[src/rtl/mdio_phy_responder.sv]
`timescale 1ns/1ps
// ----------------------------------------------------------------------------
// mdio_phy_responder
//   Clause-22 MDIO management slave that emulates a small PHY register file.
//   It runs on clk_clk, oversamples the MAC's MDC, decodes read and write
//   frames, answers reads on MDIO and reports every accepted write.
//
//   Ports:
//     clk_clk        system clock (>= 8x MDC)
//     reset_reset_n  asynchronous active-low reset
//     mdc            MDIO clock from the MAC (asynchronous)
//     mdio_in        resolved MDIO line level
//     mdio_out       value driven onto MDIO
//     mdio_oen       output enable, active low
//     link_up        live link state, returned in reg1[2]
//     reg_wr_valid   one-cycle pulse per accepted write
//     reg_wr_addr    register address of the last accepted write
//     reg_wr_data    data of the last accepted write
//
//   Optional feature macro: MDIO_PREAMBLE_SUPPRESS_EN
//     When defined, once a frame addressed to PHY_ADDR has completed, a
//     start-of-frame is accepted with no preamble until the next reset.
// ----------------------------------------------------------------------------
module mdio_phy_responder #(
    parameter logic [4:0]  PHY_ADDR    = 5'd0,
    parameter int          PRE_LEN     = 32,
    parameter int          SYNC_STAGES = 2,
    parameter logic [15:0] PHY_ID1     = 16'h0141,
    parameter logic [15:0] PHY_ID2     = 16'h0CC2
) (
    input  logic        clk_clk,
    input  logic        reset_reset_n,
    input  logic        mdc,
    input  logic        mdio_in,
    output logic        mdio_out,
    output logic        mdio_oen,
    input  logic        link_up,
    output logic        reg_wr_valid,
    output logic [4:0]  reg_wr_addr,
    output logic [15:0] reg_wr_data
);

    typedef enum logic [2:0] {
        ST_IDLE, ST_START, ST_OP, ST_PHYAD, ST_REGAD, ST_TA, ST_DATA
    } state_t;

    // Power-on / soft-reset value of each implemented register.
    function automatic logic [15:0] reg_default(input logic [3:0] idx);
        logic [15:0] val;
        case (idx)
            4'd0:    val = 16'h1140;
            4'd1:    val = 16'h7969;
            4'd2:    val = PHY_ID1;
            4'd3:    val = PHY_ID2;
            default: val = 16'h0000;
        endcase
        return val;
    endfunction

    logic [SYNC_STAGES-1:0] mdc_sync_r;
    logic [SYNC_STAGES-1:0] mdio_sync_r;
    logic                   mdc_d_r;
    logic                   rise_s;
    logic                   fall_s;
    logic                   bit_s;

    state_t      state_r, state_nx_s;
    logic [3:0]  bit_cnt_r, bit_cnt_nx_s;
    logic [5:0]  pre_cnt_r, pre_cnt_nx_s;
    logic        frame_done_s;
    logic        suppress_ok_s;

    logic [14:0] shift_r;
    logic        is_read_r;
    logic        phy_match_r;
    logic [4:0]  regad_r;
    logic [15:0] rd_shift_r;
    logic [15:0] rd_word_s;
    logic [15:0] wr_data_s;
    logic        wr_fire_s;
    logic        writable_s;
    logic        soft_rst_r;

    logic [15:0] reg_file_r [0:15];

    logic        mdio_out_r;
    logic        mdio_oen_r;
    logic        reg_wr_valid_r;
    logic [4:0]  reg_wr_addr_r;
    logic [15:0] reg_wr_data_r;

    assign rise_s = mdc_sync_r[SYNC_STAGES-1] & ~mdc_d_r;
    assign fall_s = ~mdc_sync_r[SYNC_STAGES-1] & mdc_d_r;
    assign bit_s  = mdio_sync_r[SYNC_STAGES-1];

    // Synchronizers for the asynchronous MDC/MDIO plus MDC edge history.
    always_ff @(posedge clk_clk or negedge reset_reset_n) begin
        if (!reset_reset_n) begin
            mdc_sync_r  <= '0;
            mdio_sync_r <= '1;
            mdc_d_r     <= 1'b0;
        end else begin
            mdc_sync_r  <= {mdc_sync_r[SYNC_STAGES-2:0], mdc};
            mdio_sync_r <= {mdio_sync_r[SYNC_STAGES-2:0], mdio_in};
            mdc_d_r     <= mdc_sync_r[SYNC_STAGES-1];
        end
    end

`ifdef MDIO_PREAMBLE_SUPPRESS_EN
    logic pre_ok_r;

    // Preamble-suppression privilege, earned by one completed matched frame.
    always_ff @(posedge clk_clk or negedge reset_reset_n) begin
        if (!reset_reset_n) begin
            pre_ok_r <= 1'b0;
        end else if (frame_done_s && phy_match_r) begin
            pre_ok_r <= 1'b1;
        end
    end

    assign suppress_ok_s = pre_ok_r;
`else
    assign suppress_ok_s = 1'b0;
`endif

    // FSM state, bit counter and preamble counter registers.
    always_ff @(posedge clk_clk or negedge reset_reset_n) begin
        if (!reset_reset_n) begin
            state_r   <= ST_IDLE;
            bit_cnt_r <= 4'd0;
            pre_cnt_r <= 6'd0;
        end else begin
            state_r   <= state_nx_s;
            bit_cnt_r <= bit_cnt_nx_s;
            pre_cnt_r <= pre_cnt_nx_s;
        end
    end

    // Frame decoder: advances only on a synchronized MDC rise.
    always_comb begin
        state_nx_s   = state_r;
        bit_cnt_nx_s = bit_cnt_r;
        pre_cnt_nx_s = pre_cnt_r;
        frame_done_s = 1'b0;
        if (rise_s) begin
            case (state_r)
                ST_IDLE: begin
                    if (bit_s) begin
                        pre_cnt_nx_s = (pre_cnt_r == 6'(PRE_LEN)) ? pre_cnt_r : pre_cnt_r + 6'd1;
                    end else begin
                        pre_cnt_nx_s = 6'd0;
                        state_nx_s   = ((pre_cnt_r == 6'(PRE_LEN)) || suppress_ok_s) ? ST_START : ST_IDLE;
                    end
                end
                ST_START: begin
                    bit_cnt_nx_s = 4'd0;
                    state_nx_s   = bit_s ? ST_OP : ST_IDLE;
                end
                ST_OP: begin
                    if (bit_cnt_r == 4'd0) begin
                        bit_cnt_nx_s = 4'd1;
                    end else begin
                        bit_cnt_nx_s = 4'd0;
                        // shift_r[0] holds the first opcode bit: 10 = read, 01 = write
                        state_nx_s   = (shift_r[0] != bit_s) ? ST_PHYAD : ST_IDLE;
                    end
                end
                ST_PHYAD, ST_REGAD: begin
                    if (bit_cnt_r == 4'd4) begin
                        bit_cnt_nx_s = 4'd0;
                        state_nx_s   = (state_r == ST_PHYAD) ? ST_REGAD : ST_TA;
                    end else begin
                        bit_cnt_nx_s = bit_cnt_r + 4'd1;
                    end
                end
                ST_TA: begin
                    if (bit_cnt_r == 4'd1) begin
                        bit_cnt_nx_s = 4'd0;
                        state_nx_s   = ST_DATA;
                    end else begin
                        bit_cnt_nx_s = bit_cnt_r + 4'd1;
                    end
                end
                ST_DATA: begin
                    if (bit_cnt_r == 4'd15) begin
                        bit_cnt_nx_s = 4'd0;
                        frame_done_s = 1'b1;
                        state_nx_s   = ST_IDLE;
                    end else begin
                        bit_cnt_nx_s = bit_cnt_r + 4'd1;
                    end
                end
                default: begin
                    bit_cnt_nx_s = 4'd0;
                    state_nx_s   = ST_IDLE;
                end
            endcase
        end else begin
            state_nx_s = state_r;
        end
    end

    assign wr_data_s  = {shift_r, bit_s};
    assign wr_fire_s  = rise_s && (state_r == ST_DATA) && (bit_cnt_r == 4'd15)
                        && !is_read_r && phy_match_r;
    // r1..r3 and the unimplemented upper half are read-only
    assign writable_s = !regad_r[4] && (regad_r[3:0] != 4'd1)
                        && (regad_r[3:0] != 4'd2) && (regad_r[3:0] != 4'd3);

    // Read data selection; reg1[2] always reflects the live link state.
    always_comb begin
        rd_word_s = 16'h0000;
        if (regad_r[4]) begin
            rd_word_s = 16'h0000;
        end else begin
            rd_word_s    = reg_file_r[regad_r[3:0]];
            rd_word_s[2] = (regad_r[3:0] == 4'd1) ? link_up : reg_file_r[regad_r[3:0]][2];
        end
    end

    // Frame field capture: opcode, PHY address match, register address, data.
    always_ff @(posedge clk_clk or negedge reset_reset_n) begin
        if (!reset_reset_n) begin
            shift_r     <= 15'd0;
            is_read_r   <= 1'b0;
            phy_match_r <= 1'b0;
            regad_r     <= 5'd0;
        end else if (rise_s) begin
            if ((state_r == ST_OP) || (state_r == ST_PHYAD) ||
                (state_r == ST_REGAD) || (state_r == ST_DATA)) begin
                shift_r <= {shift_r[13:0], bit_s};
            end
            if ((state_r == ST_OP) && (bit_cnt_r == 4'd1)) begin
                is_read_r <= shift_r[0] & ~bit_s;
            end
            if ((state_r == ST_PHYAD) && (bit_cnt_r == 4'd4)) begin
                phy_match_r <= ({shift_r[3:0], bit_s} == PHY_ADDR);
            end
            if ((state_r == ST_REGAD) && (bit_cnt_r == 4'd4)) begin
                regad_r <= {shift_r[3:0], bit_s};
            end
        end
    end

    // Register file with write-back and the r0[15] self-clearing soft reset.
    always_ff @(posedge clk_clk or negedge reset_reset_n) begin
        if (!reset_reset_n) begin
            for (int i = 0; i < 16; i++) begin
                reg_file_r[i] <= reg_default(4'(i));
            end
            soft_rst_r <= 1'b0;
        end else begin
            soft_rst_r <= wr_fire_s && (regad_r == 5'd0) && wr_data_s[15];
            if (soft_rst_r) begin
                for (int i = 0; i < 16; i++) begin
                    reg_file_r[i] <= reg_default(4'(i));
                end
            end else if (wr_fire_s && writable_s) begin
                reg_file_r[regad_r[3:0]] <= (regad_r[3:0] == 4'd0) ?
                                            {1'b0, wr_data_s[14:0]} : wr_data_s;
            end
        end
    end

    // Write report: pulse on every matched write, address/data held afterwards.
    always_ff @(posedge clk_clk or negedge reset_reset_n) begin
        if (!reset_reset_n) begin
            reg_wr_valid_r <= 1'b0;
            reg_wr_addr_r  <= 5'd0;
            reg_wr_data_r  <= 16'h0000;
        end else begin
            reg_wr_valid_r <= wr_fire_s;
            if (wr_fire_s) begin
                reg_wr_addr_r <= regad_r;
                reg_wr_data_r <= wr_data_s;
            end
        end
    end

    // MDIO driver, updated on synchronized MDC falls during a matched read.
    always_ff @(posedge clk_clk or negedge reset_reset_n) begin
        if (!reset_reset_n) begin
            mdio_out_r <= 1'b1;
            mdio_oen_r <= 1'b1;
            rd_shift_r <= 16'h0000;
        end else if (fall_s) begin
            if (is_read_r && phy_match_r && (state_r == ST_TA) && (bit_cnt_r == 4'd0)) begin
                // first TA bit stays Z; snapshot the read word (and link_up) here
                mdio_out_r <= 1'b1;
                mdio_oen_r <= 1'b1;
                rd_shift_r <= rd_word_s;
            end else if (is_read_r && phy_match_r && (state_r == ST_TA)) begin
                mdio_out_r <= 1'b0;
                mdio_oen_r <= 1'b0;
            end else if (is_read_r && phy_match_r && (state_r == ST_DATA)) begin
                mdio_out_r <= rd_shift_r[15];
                mdio_oen_r <= 1'b0;
                rd_shift_r <= {rd_shift_r[14:0], 1'b0};
            end else begin
                mdio_out_r <= 1'b1;
                mdio_oen_r <= 1'b1;
            end
        end
    end

    assign mdio_out     = mdio_out_r;
    assign mdio_oen     = mdio_oen_r;
    assign reg_wr_valid = reg_wr_valid_r;
    assign reg_wr_addr  = reg_wr_addr_r;
    assign reg_wr_data  = reg_wr_data_r;

endmodule

[config.mk]
export PLATFORM = sky130hd
export DESIGN_NAME = mdio_phy_responder
export DESIGN_NICKNAME = d
export VERILOG_FILES = /design/src/rtl/mdio_phy_responder.sv
export SDC_FILE = /design/constraint.sdc
export NUM_CORES = 1
export LEC_CHECK = 0
export BUFFER_PORTS_ARGS = -buffer_cell sky130_fd_sc_hd__clkbuf_2
export CAP_MARGIN = 15
export CORE_UTILIZATION = 55
export DETAILED_ROUTE_END_ITERATION = 10
export HOLD_SLACK_MARGIN = 0.03
export PLACE_DENSITY = 0.74
export SYNTH_ARGS = -nofsm -noshare
export SYNTH_HDL_FRONTEND = slang
export SYNTH_SLANG_ARGS = --single-unit
[constraint.sdc]
create_clock -name clk_clk -period 2.3 [get_ports clk_clk]
set_input_delay 0.46 -clock clk_clk [delete_from_list [all_inputs] [get_ports clk_clk]]
set_output_delay 0.46 -clock clk_clk [all_outputs]
set_load 0.005 [all_outputs]
==> flow_summary.json, run 1 <==
{
  "status": "finished, final reports clean",
  "area_delta_synth_final_pct": 15.64,
  "synth_area_leaders": "dfrtp_1 50%, mux4_2 9.2%, nand2_1 7.4%, mux2i_1 6.0%, dfstp_2 4.0%",
  "worstSetupStartpointType": "flip-flop",
  "fin_worst_skew_ps": 22.22,
  "cp.arrival_ps": 2660,
  "required_ps": 2700,
  "synthSimpleGateAreaFrac": 0.1679,
  "numCtsBuffers": 37,
  "power_leakage_nw": 8.503,
  "period_share": 0.9817,
  "synth_top_area_frac": 0.5001,
  "cts_tree": "yes",
  "fp-row-count": 61,
  "setup_slack_ps": 42.13,
  "yosysTopAreaCell": "dfrtp_1",
  "placed_area_sq_um": 16540,
  "synth_compound_area_frac": 0.08039,
  "clock.fmax_mhz": 442.9,
  "dieHeight_microns": 170.5,
  "ant_nets": 0,
  "routed_wl_microns": 38920,
  "hold_viol": 0,
  "fin_area_sq_um": 18050,
  "synthMuxAreaShare": 0.1663,
  "synth_top_flop_cell": "dfrtp_1",
  "hpwl_microns": 23700,
  "avgSynthCellArea_sq_um": 10.96,
  "crit_fanout": 3,
  "async_flop_share": 1.000,
  "synth-xor-area-share": 0,
  "path_class": "reg2reg",
  "drt_iter0_drc": 1065,
  "seq_area_frac_synth": 0.5405,
  "dpl_worst_slack_ps": -14.35,
  "synth-seq-cells": 336,
  "drc_errors": 0,
  "dr.pass1.iters": 5,
  "tightestPinTransition_ps": 817.9,
  "grt_max_degree": 105,
  "cts-htree-levels": 2,
  "maxSlewHeadroom": 0.4548,
  "clk_path_buf_depth": 3,
  "gp_congestion": 0.8413,
  "clkSinkCount": 336,
  "slew_violations": 0,
  "synth_fa_ha_area_frac": 0.005610,
  "synth.distinct_cells": 63,
  "finalPower_w": 0.01211,
  "track_usage": 0.2755,
  "synth-edff-count": 0,
  "grt_pass1_wl_microns": 61950,
  "antenna_cells": 0,
  "min_period_ps": 2258,
  "antenna_found_initial": 0,
  "synth_area_sq_um": 15610,
  "drive_above_1_share": 0.2366,
  "rsz0062_at_grt": "true",
  "layout.nets": 1481,
  "numPortBuffers": 28,
  "dieArea_sq_um": 29060,
  "grt_pass1_vias": 11410,
  "worstSetupEndpointType": "flip-flop",
  "cts-root-buf": "clkbuf_16",
  "overflow": 0,
  "final_common_cell": "dfrtp_1",
  "setup-violations-final": 0,
  "initial_core_util": 0.5604,
  "vdd_drop_max_mv": 0.5789,
  "clk_latency_ps": 520,
  "clkTransAtPathRegs_ps": 60,
  "core_sq_um": 27860,
  "synth_cells": 1424,
  "viasPerCell": 6.043,
  "num_vias": 11330,
  "n_fill_cell": 2036,
  "die_width_microns": 170.5,
  "final_cell_mix": "308 x dfrtp_1, 307 x nand2_1, 131 x nor2_1",
  "max_cap_viol_count": 0,
  "hp-class": "in2reg",
  "synth-warning-count": 0,
  "synth_top_family_by_area": "simple AND/OR/NAND/NOR gates",
  "syn_nets": 1436,
  "pwr_density_cell_nw_per_um2": 670.9,
  "ioPinCount": 29,
  "wl_per_cell_microns": 20.77
}
routing by layer:
| layer | global-route usage | vias to the layer above | wire length (microns) |
|---|---|---|---|
| met1 | 0.3837 | 5800 | 16600 |
| li1 | - | 5000 | - |
| met3 | 0.03233 | 66 | 2589 |
| met2 | 0.4519 | 459 | 18890 |
| met5 | 0 | - | 0 |
| met4 | 0.09401 | 0 | 833 |
what timing repair did:
action                                  CTS  global route
gates cloned                              0             3
hold endpoints to repair                 42             0
hold buffers                              2             0
pin swaps                                 1            15
endpoints found under the setup margin   12           110
buffers inserted                          0             9
resized for setup                         3            35
logic make-up after synthesis:
group	count (synthesis)
mux	177
buf+inv	132
simple gates	567
flops	336
fa+ha+maj	7
compound gates	205
where the power goes:
group | internal, W | total [W] | leakage (nW) | switching (W)
clock | 0.00352 | 0.00589 | 0.577 | 0.00237
combinational | 0.0000685 | 0.000233 | 3.35 | 0.000165
sequential | 0.00595 | 0.00599 | 4.58 | 0.0000389
state kept, by name, indices dropped and copies added (netlist names):
name	flops
phy_match_r	1
bit_cnt_r	4
reg_wr_valid	1
rd_shift_r	16
reg_file_r	255
mdio_sync_r	2
regad_r	5
state_r	3
shift_r	15
mdc_d_r	1
mdio_out	1
mdio_oen	1
pre_cnt_r	6
mdc_sync_r	2
reg_wr_data	16
soft_rst_r	1
reg_wr_addr	5
is_read_r	1
synthesized netlist by cell type (14+ instances only):
library cell and count:
dfrtp_1 312, nand2_1 307, nor2_1 131, a21oi_1 106, mux2i_1 94, mux4_2 64
clkbuf_1 61, nor2b_1 35, buf_2 34, a22oi_1 33, dfstp_2 24, mux2_2 19
o21ai_0 19, or2_2 18, a221oi_1 14
worst max-delay path, cell delays in order, from the launching register on:
cell and delay [ps]:
dfrtp_1 400, inv_2 90, ha_4 120, or3b_1 340, a32o_2 240, or4b_4 540, nor2_4 130, mux2_4 300
per-stage QoR:
step / instances / utilization / hold WS, ps / TNS [ps]
3_5_place_dp: 1794 / 0.5938 / 341.1 / -42.17
5_1_grt: 1874 / 0.6480 / 48.63 / -1016
2_1_floorplan: 1424 / - / 164.4 / -13.61
3_3_place_gp: 1794 / 0.5938 / 336.7 / 0
6_report: 1874 / 0.6480 / 57.53 / 0
4_1_cts: 1862 / 0.6382 / 46.22 / 0
final timing paths:
check	start	end	slack, ps	depth (start not counted)
max	bit_cnt_r[1]	phy_match_r	40	7
min	mdc	mdc_sync_r[0]	60	1
max reg2reg	bit_cnt_r[1]	phy_match_r	40	7
min reg2reg	mdio_sync_r[0]	mdio_sync_r[1]	360	0
max in group asynchronous	reset_reset_n	reg_file_r[227]	1040	3
min in group asynchronous	reset_reset_n	is_read_r	470	2
layout make-up:
class / instances / area [sq um] / area share
sequential: 336 / 8451 / 0.4681
clock buffer: 55 / 1054 / 0.05836
clock inverter: 11 / 148.9 / 0.008248
tap: 378 / 473.0 / 0.02620
inverter: 11 / 41.29 / 0.002287
timing repair buffer: 127 / 1204 / 0.06668
multi-input combinational: 956 / 6681 / 0.3701
No activity file was read; power rests on OpenSTA's default activity.
==> run 2: changes to the inputs <==
==> constraint.sdc (replaced) <==
create_clock -name clk_clk -period 2.3 [get_ports clk_clk]
set_input_delay 0.23 -clock clk_clk [delete_from_list [all_inputs] [get_ports clk_clk]]
set_output_delay 0.23 -clock clk_clk [all_outputs]
set_load 0.005 [all_outputs]
==> flow_summary.json, run 2 (synthesis gave the netlist of run 1 again) <==
{
  "status": "complete, but fails checks",
  "violations": "setup timing",
  "fin_worst_skew_ps": 10.01,
  "gp_congestion": 0.8339,
  "power_leakage_nw": 8.555,
  "grt_max_degree": 125,
  "area_delta_synth_final_pct": 16.08,
  "combinationalPowerShare": 0.019,
  "hold_viol": 0,
  "ioPinCount": 29,
  "p_clk_frac": 0.492,
  "worstSetupStartpointType": "flip-flop",
  "tightestPinTransition_ps": 872.7,
  "seq_area_sq_um": 8451,
  "hp-class": "in2async",
  "final_cell_mix": "308 x dfrtp_1, 307 x nand2_1, 131 x nor2_1",
  "largest_reg_flops": 255,
  "clk_latency_ps": 520,
  "dp.cells": 1789,
  "slew_violations": 0,
  "die_width_microns": 170.5,
  "top_register": "reg_file_r",
  "regToRegEndpoint": "phy_match_r",
  "numPortBuffers": 28,
  "setup_slack_ps": -54.07,
  "path_delay_family": "simple AND/OR/NAND/NOR gates",
  "reg2reg_depth": 7,
  "critPathBufInv": 1,
  "maxSlewHeadroom": 0.4182,
  "r2r-start": "bit_cnt_r[1]",
  "cts-htree-levels": 2,
  "cp-startpoint": "bit_cnt_r[1]",
  "routed_wl_microns": 39350,
  "clock.fmax_mhz": 424.8,
  "dr.pass1.iters": 5,
  "min_period_ps": 2354,
  "dieHeight_microns": 170.5,
  "wl_per_cell_microns": 20.99,
  "path_cells": "inv_2 > ha_4 > or3b_1 > a32o_2 > or4b_4 > nor2_4 > mux2_4",
  "drt_iter0_drc": 1216,
  "pwr_density_cell_nw_per_um2": 677.6,
  "n_fill_cell": 2076,
  "drive_above_1_share": 0.2325,
  "p_sw_frac": 0.2080,
  "p_int_w": 0.009725,
  "slowest_stage": "or4b_4",
  "dieArea_sq_um": 29060,
  "period_share": 1.024,
  "layout.nets": 1482,
  "final_common_cell": "dfrtp_1",
  "multi_input_area_sq_um": 6651,
  "fp-row-count": 61,
  "cp-endpoint": "phy_match_r",
  "grt_pass1_wl_microns": 62500,
  "placed_area_sq_um": 16580,
  "cts_tree": "yes",
  "power_frac_seq": 0.488,
  "hpwl_microns": 23480,
  "clkSinkCount": 336,
  "max_cap_viol_count": 0,
  "slowest_delay_ps": 550,
  "path_class": "reg2reg",
  "rsz0062_at_grt": "true",
  "track_usage": 0.2789,
  "drc_errors": 0,
  "crit_cells": 7,
  "num_vias": 11230,
  "clkTransAtPathRegs_ps": 60,
  "fin_area_sq_um": 18120,
  "antenna_found_initial": 0,
  "ant_nets": 0,
  "core_sq_um": 27860,
  "initial_core_util": 0.5604,
  "viasPerCell": 5.991,
  "reg2reg_slack_ps": -50,
  "numCtsBuffers": 37,
  "worstSetupEndpointType": "flip-flop",
  "vdd_drop_max_mv": 0.5802,
  "antenna_cells": 0,
  "overflow": 0,
  "final-instance-count-excl-fill": 1875,
  "p_switching_w": 0.002554,
  "setup-violations-final": 3,
  "cp.arrival_ps": 2760,
  "crit_fanout": 3,
  "clk_path_buf_depth": 3,
  "required_ps": 2700,
  "cts-root-buf": "clkbuf_16",
  "grt_pass1_vias": 11260
}
[run 2: power by group through the flow]
stage	clock, W	sequential, W	combinational, W
CTS	0.00614	0.00599	0.000246
global route	0.00641	0.00600	0.000277
finish	0.00605	0.00599	0.000239
global placement	0	0.00610	0.000232
detailed placement	0	0.00610	0.000239
floorplan	0	0.00609	0.0000705
[run 2: cell type report]
class,instances,share of cell area
inverter,11,0.002279
timing repair buffer,127,0.06884
clock buffer,55,0.06159
clock inverter,11,0.007802
sequential,336,0.4663
tap,378,0.02610
multi-input combinational,957,0.3671
[run 2: how the worst min path moves through the flow]
stage	start	end	slack (ps)	cells after the start
floorplan	reset_reset_n	bit_cnt_r[0]	-70	0
global placement	reset_reset_n	reg_wr_addr[1]	210	1
detailed placement	reset_reset_n	reg_wr_addr[1]	210	1
CTS	reset_reset_n	regad_r[1]	270	2
global route	reset_reset_n	reg_wr_addr[1]	280	2
finish	reset_reset_n	reg_wr_addr[1]	240	2
[run 2: per-layer routing]
layer / vias to the layer above / GRT usage / routed length [microns]
met5: - / 0 / 0
met4: 0 / 0.1136 / 1231
met3: 81 / 0.04140 / 2484
met2: 429 / 0.4474 / 19500
met1: 5725 / 0.3837 / 16130
li1: 4998 / - / -
[run 2: worst register-to-register path, delay by kind of cell, from the launching register on]
kind            cells  cell delay [ps]
compound gates      1              270
fa+ha+maj           1              130
buf+inv             1              100
flops               1              410
mux                 1              300
simple gates        3             1040
[run 2: stage by stage]
step | utilization | power, W | setup WS, ps | TNS, ps | hold slack (ps)
floorplan | - | 0.006157 | -13.61 | -13.61 | -65.59
global placement | 0.5952 | 0.006327 | 2.473 | 0 | 206.1
detailed placement | 0.5952 | 0.006336 | -24.82 | -107.9 | 210.1
CTS | 0.6424 | 0.01238 | 0.6164 | 0 | 266.3
global route | 0.6505 | 0.01268 | -101.4 | -433.3 | 281.7
finish | 0.6505 | 0.01228 | -54.07 | -70.56 | 243.7
[run 2: what timing repair did]
action | CTS | global route
cloned | 0 | 3
hold endpoints to repair | 53 | 0
setup endpoints to repair | 70 | 106
pin swaps | 2 | 18
hold buffers | 3 | 0
resized for setup | 4 | 21
setup buffers | 2 | 12
